<file path="src/rtl/hs_ready_slice.sv">
// hs_ready_slice: backward (ready-path) register slice for a valid/ready stream.
// ready_in comes straight from a flop; valid/data pass through combinationally
// and a one-entry skid register absorbs the single beat in flight when the
// downstream drops ready. Saturating transfer/stall counters aid link debug.
module hs_ready_slice #(
  parameter int unsigned DATA_WD = 32,
  parameter int unsigned CNT_WD  = 16
) (
  input  logic               clk,
  input  logic               rstn,
  input  logic               valid_in,
  input  logic [DATA_WD-1:0] data_in,
  output logic               ready_in,
  output logic               valid_out,
  output logic [DATA_WD-1:0] data_out,
  input  logic               ready_out,
  input  logic               cnt_clr,
  output logic               skid_full,
  output logic [CNT_WD-1:0]  cnt_in,
  output logic [CNT_WD-1:0]  cnt_out,
  output logic [CNT_WD-1:0]  stall_cnt
);

  localparam logic [CNT_WD-1:0] CNT_MAX = '1;

  typedef enum logic {
    ST_PASS = 1'b0,
    ST_HOLD = 1'b1
  } state_e;

  state_e              state_q, state_d;
  logic                ready_in_q, ready_in_d;
  logic [DATA_WD-1:0]  skid_q, skid_d;
  logic [CNT_WD-1:0]   cnt_in_q, cnt_in_d;
  logic [CNT_WD-1:0]   cnt_out_q, cnt_out_d;
  logic [CNT_WD-1:0]   stall_cnt_q, stall_cnt_d;

  logic                xfer_in_c;
  logic                xfer_out_c;
  logic                stall_c;

  // State, registered ready and skid payload; reset discards any held beat
  always_ff @(posedge clk) begin
    if (!rstn) begin
      state_q    <= ST_PASS;
      ready_in_q <= 1'b1;
      skid_q     <= '0;
    end else begin
      state_q    <= state_d;
      ready_in_q <= ready_in_d;
      skid_q     <= skid_d;
    end
  end

  // Next state: capture the in-flight beat on a downstream stall, release on ready
  always_comb begin
    state_d = state_q;
    skid_d  = skid_q;
    unique case (state_q)
      ST_PASS: begin
        if (valid_in && !ready_out) begin
          skid_d  = data_in;
          state_d = ST_HOLD;
        end
      end
      ST_HOLD: begin
        if (ready_out) begin
          state_d = ST_PASS;
        end
      end
      default: state_d = ST_PASS;
    endcase
    // ready_in is the next-state decode held in a flop, so ready_out never
    // reaches ready_in combinationally
    ready_in_d = (state_d == ST_PASS);
  end

  // Outputs: bypass in PASS, present the skid beat in HOLD
  always_comb begin
    valid_out = valid_in;
    data_out  = data_in;
    if (state_q == ST_HOLD) begin
      valid_out = 1'b1;
      data_out  = skid_q;
    end
  end

  assign ready_in  = ready_in_q;
  assign skid_full = (state_q == ST_HOLD);

  // Handshake events observed by the debug counters
  always_comb begin
    xfer_in_c  = valid_in && ready_in_q;
    xfer_out_c = valid_out && ready_out;
    stall_c    = valid_out && !ready_out;
  end

  // Counter next values: clear wins, otherwise saturating increment per event
  always_comb begin
    cnt_in_d    = cnt_in_q;
    cnt_out_d   = cnt_out_q;
    stall_cnt_d = stall_cnt_q;
    if (cnt_clr) begin
      cnt_in_d    = '0;
      cnt_out_d   = '0;
      stall_cnt_d = '0;
    end else begin
      if (xfer_in_c && (cnt_in_q != CNT_MAX)) begin
        cnt_in_d = cnt_in_q + CNT_WD'(1);
      end
      if (xfer_out_c && (cnt_out_q != CNT_MAX)) begin
        cnt_out_d = cnt_out_q + CNT_WD'(1);
      end
      if (stall_c && (stall_cnt_q != CNT_MAX)) begin
        stall_cnt_d = stall_cnt_q + CNT_WD'(1);
      end
    end
  end

  // Counter registers
  always_ff @(posedge clk) begin
    if (!rstn) begin
      cnt_in_q    <= '0;
      cnt_out_q   <= '0;
      stall_cnt_q <= '0;
    end else begin
      cnt_in_q    <= cnt_in_d;
      cnt_out_q   <= cnt_out_d;
      stall_cnt_q <= stall_cnt_d;
    end
  end

  assign cnt_in    = cnt_in_q;
  assign cnt_out   = cnt_out_q;
  assign stall_cnt = stall_cnt_q;

endmodule

</file>
<file path="config.mk">
export PLATFORM = sky130hd
export DESIGN_NAME = hs_ready_slice
export DESIGN_NICKNAME = d
export VERILOG_FILES = /design/src/rtl/hs_ready_slice.sv
export SDC_FILE = /design/constraint.sdc
export NUM_CORES = 1
export LEC_CHECK = 0
export CELL_PAD_IN_SITES_DETAIL_PLACEMENT = 0
export CELL_PAD_IN_SITES_GLOBAL_PLACEMENT = 2
export CORE_MARGIN = 10
export CORE_UTILIZATION = 28
export CTS_BUF_LIST = sky130_fd_sc_hd__clkbuf_4
export CTS_CLUSTER_SIZE = 16
export DETAILED_ROUTE_END_ITERATION = 10
export PLACE_DENSITY = 0.84
export SYNTH_ARGS = -nofsm -noshare
export SYNTH_HDL_FRONTEND = slang
export SYNTH_SLANG_ARGS = --single-unit
export TNS_END_PERCENT = 50
</file>
<file path="constraint.sdc">
create_clock -name clk -period 1.95 [get_ports clk]
set_input_delay 0.195 -clock clk [delete_from_list [all_inputs] [get_ports clk]]
set_output_delay 0.195 -clock clk [all_outputs]
set_load 0.03 [all_outputs]
</file>
* Word level (Yosys, flattened, before mapping)
Index checks and enable logic that the tools add are counted.
** Storage, ports and cells
- ROM bits :: 0
- RAM bits :: 0
- Input port bits :: 37
- Register bits after elaboration :: 82
- Memories kept :: 0
- Output and inout bits :: 83
- Bits in latches :: 0
- Logic and storage cells :: 30
** Operators by class
- Equal/unequal tests :: 3
- Bitwise gates (word level) :: 3
- Reduce and logical (&&, ||, !) cells :: 10
- Shift operators :: 0
- Order comparisons :: 0
- Multiply operators :: 0
- Divide/modulo/power cells :: 0
- Add/subtract/negate cells :: 3
- Multiplexer cells :: 5
** Operators with widths (count)
- 16-bit by 1-bit adder with 16-bit output, second input constant :: 3
- 16-bit inequality test, second input constant :: 3
- 32-bit two-way mux :: 1
- 1-bit logical AND :: 7
- 1-bit two-way mux :: 3
- 1-bit inverter :: 3
- 1-bit case mux with 2 select lines :: 1
- 2-bit AND reduction :: 1
- 2-bit OR reduction :: 1
- 1-bit logical NOT :: 1

* Depth between registers and ports, before layout
- Depth after elaboration :: 5
- Gate-level depth with buffers :: 7
- Depth with buffers taken out :: 6

* Least setup slack after synthesis
Ideal clock, no wire load.
- Path type :: register -> register
- From :: register stall_cnt_q[0] (netlist: stall_cnt[0])
- To :: register stall_cnt_q[15] (netlist: stall_cnt[15])
- Clock period less this slack :: 1859 ps
- Data arrival time :: 1744 ps
- Stages on the path, launching flop included :: 7
- Library setup time :: 115 ps
- Required time :: 1835 ps
- Path buffers :: 0
- Slack :: 91 ps
- Path through :: dfxtp_1 > ha_1 > nand4_1 > or3_1 > nor4b_2 > xnor2_1 > nor2_1
** Between the ends
- Cells in the longest elaborated chain, start to end :: 2
- Elaborated cells between the ends (all ways) :: 3
- Those cells by class :: add/sub: 1; eq/ne: 1; reduce/logical: 1
** Ends and longest elaborated chain
- start, declared :: RTL line 36 : logic [CNT_WD-1:0] stall_cnt_q, stall_cnt_d;
- start signal, assigned :: RTL line 129 : stall_cnt_q <= stall_cnt_d;
- parallel branches: the longest is 2 deep, another holds 16-bit by 1-bit adder with 16-bit output
Several ways; the timed one is not identified.
A chain may end at the register's enable or synchronous reset.

* Final worst setup path
- From :: register state_q (netlist: skid_full)
- To :: output data_out[17]
** Between the ends
- Cells in the longest elaborated chain, start to end :: 1
** Ends and longest elaborated chain
- start, declared :: RTL line 31 : state_e state_q, state_d;
- start signal, assigned :: RTL line 49 : state_q <= state_d;
- 32-bit two-way mux :: RTL line 82 : if (state_q == ST_HOLD) begin
- end, declared :: RTL line 15 : output logic [DATA_WD-1:0] data_out,
No other way between the ends.

==> impl_metrics.tcl <==
set metrics [dict create \
    status "finished, final reports clean" \
    crit_start "skid_full$_SDFF_PN0_" \
    fin_crit_sh_pct 97.3 \
    grt_usage_pct 12.4 \
    ir_drop_mv 0.309 \
    root_buffer "clkbuf_4" \
    wl_met1_mm 5.56 \
    final_cell_mix "clkdlybuf4s50_1, nand2_1, dfxtp_1" \
    num_rows 43 \
    htreeDepth 3 \
    ant_nets 0 \
    cts-buffers-inserted 9 \
    max_freq_mhz 527 \
    finalPower_mw 3.66 \
    synth.area.mux_share_pct 9.14 \
    hold_end "skid_q[8]$_SDFFE_PN0P_" \
    drive_above_1_share_pct 21.5 \
    first_global_vias 3843 \
    yosys_register_bits 82 \
    antenna_cells 0 \
    cap_violations 0 \
    crit_path_end_kind "output port" \
    met3_length_mm 1.07 \
    synth_xor_area_share_pct 7.13 \
    grt_pass1_wl_mm 20.0 \
    crit_type "reg -> out" \
    netlist_instances 458 \
    routed.top_layer "met4" \
    area_delta_synth_final_pct 42.2 \
    hold_viol_final 0 \
    synthFlopType "dfxtp_1" \
    wl_mm 12.3 \
    synth_simple_gate_area_share_pct 24.5 \
    critPathSlowestCell "dfxtp_4" \
    worst_pin_slew_ns 0.442 \
    setup_slack_ns 0.0517 \
    critPathLaunchType "flip-flop" \
    cts_setup_buffers 0 \
    synth_fp_nets 498 \
    drv_slew 0 \
    rsz0062_at_grt "true" \
    avgRoutedWirePerCell_microns 15.8 \
    fin_util_pct 41.0 \
    holdCritPathClass "in -> reg" \
    cp_top_family "buffers and inverters" \
    insertion_delay_ns 0.45 \
    rr_endpoint "stall_cnt[15]$_SDFFE_PP0P_" \
    min_period_ns 1.90 \
    die_w_microns 140 \
    crit_chain "clkbuf_16, mux2_2, clkdlybuf4s15_2" \
    clock_skew_ns 0.0117 \
    power_density_nw_per_um2 635 \
    required_ns 1.75 \
    reg2reg_depth 5 \
    critical_path_buf_inv_count 2 \
    worstPathMaxFanout 17 \
    vias 3723 \
    via_per_inst 4.78 \
    syn_area_per_cell_sq_um 8.85 \
    nets 634 \
    ys_seq_area_share_pct 40.5 \
    port_buffers 119 \
    synthAdderAreaFrac_pct 0.926 \
    die-area_sq_um 19700 \
    rr_startpoint "stall_cnt[9]$_SDFFE_PP0P_" \
    dp_cells 762 \
    cts.path.max_buffers 2 \
    gp_congestion 0.774 \
    drc 0 \
    ys.warnings.count 0 \
    stdcell_count 779 \
    synth_top_family_by_area "simple AND/OR/NAND/NOR gates" \
    grt_max_degree 44 \
    route.met2.wl_mm 5.46 \
    cts_sinks 82 \
    first_pass_iters 6 \
    hold_ws_ns 0.299 \
    yosys.cell_types.count 50 \
    whs_path_depth 3 \
    cts_tree "yes" \
    worst-r2r-setup-slack_ns 0.21 \
    grt_overflow 0 \
    setup_viol 0 \
    relSlewSlack_pct 70.2 \
    p_leak_nw 2.03 \
    dpl.hpwl_mm 8.85 \
    postCtsHoldBufs 0 \
    netlist_area_sq_um 4050 \
    start_util_pct 28.9 \
    clkSlewWorstSetupHoldPaths_ns 0.13 \
    io_pins 120 \
    critPathMaxStageDelay_ns 0.41 \
    ys_async_sr_fraction_pct 0 \
    coreArea_sq_um 14000 \
    fp.dieH_microns 140 \
    cp.arrival_ns 1.70 \
    layout.cells.most_common "clkdlybuf4s50_1" \
    antenna_found_initial 0 \
    min-delay-start "data_in[8]" \
    post-place-ws_ns -0.0209 \
    drt_iter0_drc 170 \
    synth_compound_area_share_pct 14.2 \
    synth-edff-count 0 \
]
-- cells in the mapped netlist (4+ instances only) --
cell type	instances	area share [%]
clkbuf_1	15	1.4
nor3_1	12	1.5
buf_6	5	1.4
a211oi_1	8	1.5
o21ai_0	9	1.1
inv_1	4	0.37
and3_1	5	0.77
nor4_1	7	1.1
mux2_2	32	8.9
and4_1	4	0.86
nand3_1	22	2.7
xor2_1	13	2.8
xnor2_1	20	4.3
a21boi_0	21	3.9
nand4_1	10	1.5
a21oi_1	9	1.1
nand2_1	82	7.6
dfxtp_1	82	40
a21boi_1	11	2.0
or3_1	5	0.77
nor2_1	41	3.8
-- through the flow --
| stage | TNS (ns) | area, sq um |
|---|---|---|
| floorplan | 0 | 4050 |
| CTS | -0.655 | 5820 |
| global placement | -0.199 | 5600 |
| global route | -0.549 | 5760 |
| finish | 0 | 5760 |
| detailed placement | -0.0791 | 5600 |
-- area by class of cell --
type                    instances  area, sq um
clock buffers                  10         75.1
clock inverters                 6          129
fillers                      1400         8280
inverters                       4         15.0
multi-input cells             350         2270
flip-flops and latches         82         1650
well taps                     180          225
repair buffers                147         1410
-- cells by family (layout without fill, tap and decap cells) --
| family | Yosys count | in the layout |
|---|---|---|
| AO/OA/AOI/OAI | 75 | 75 |
| XOR/XNOR | 33 | 33 |
| adder cells (fa/ha/maj) | 3 | 3 |
| AND/OR/NAND/NOR | 206 | 206 |
| multiplexers | 33 | 33 |
| buffers and inverters | 26 | 167 |
| flip-flops | 82 | 82 |
-- registers in the layout, summed over array words and instances (netlist names) --
signal and flops:
skid_full 1, ready_in 1, skid_q 32, cnt_out 16, cnt_in 16, stall_cnt 16
-- worst min-delay path, cell delays in order --
cell and delay (ns):
clkdlybuf4s50_1 0.41, nand2_1 0.06, a21boi_1 0.05
-- timing repair --
action                     in CTS  in global routing
cloned                          0                  1
setup endpoints to repair      33                 35
gates resized for setup        84                 39
hold endpoints to repair        0                  0
-- power by group --
part / switching (mW) / internal [mW]
clock network: 0.613 / 0.786
registers: 0.0215 / 1.71
logic: 0.289 / 0.241
-- metal layers --
metal	track usage [%]	up-vias
li1	-	1891
met1	14.7	1723
met2	18.9	96
met3	5.75	13
met4	4.84	0
met5	0	-
-- how the worst max path moves through the flow --
stage / cells after the start / to / slack, ns
after floorplan: 6 / stall_cnt[15]$_SDFFE_PP0P_ / 0.09
after global placement: 8 / stall_cnt[13]$_SDFFE_PP0P_ / -0.07
after detailed placement: 8 / cnt_in[10]$_SDFFE_PP0P_ / -0.02
after CTS: 3 / data_out[1] / -0.09
after global routing: 3 / data_out[30] / -0.04
final: 3 / data_out[17] / 0.05
No activity file was read; power rests on OpenSTA's default activity.
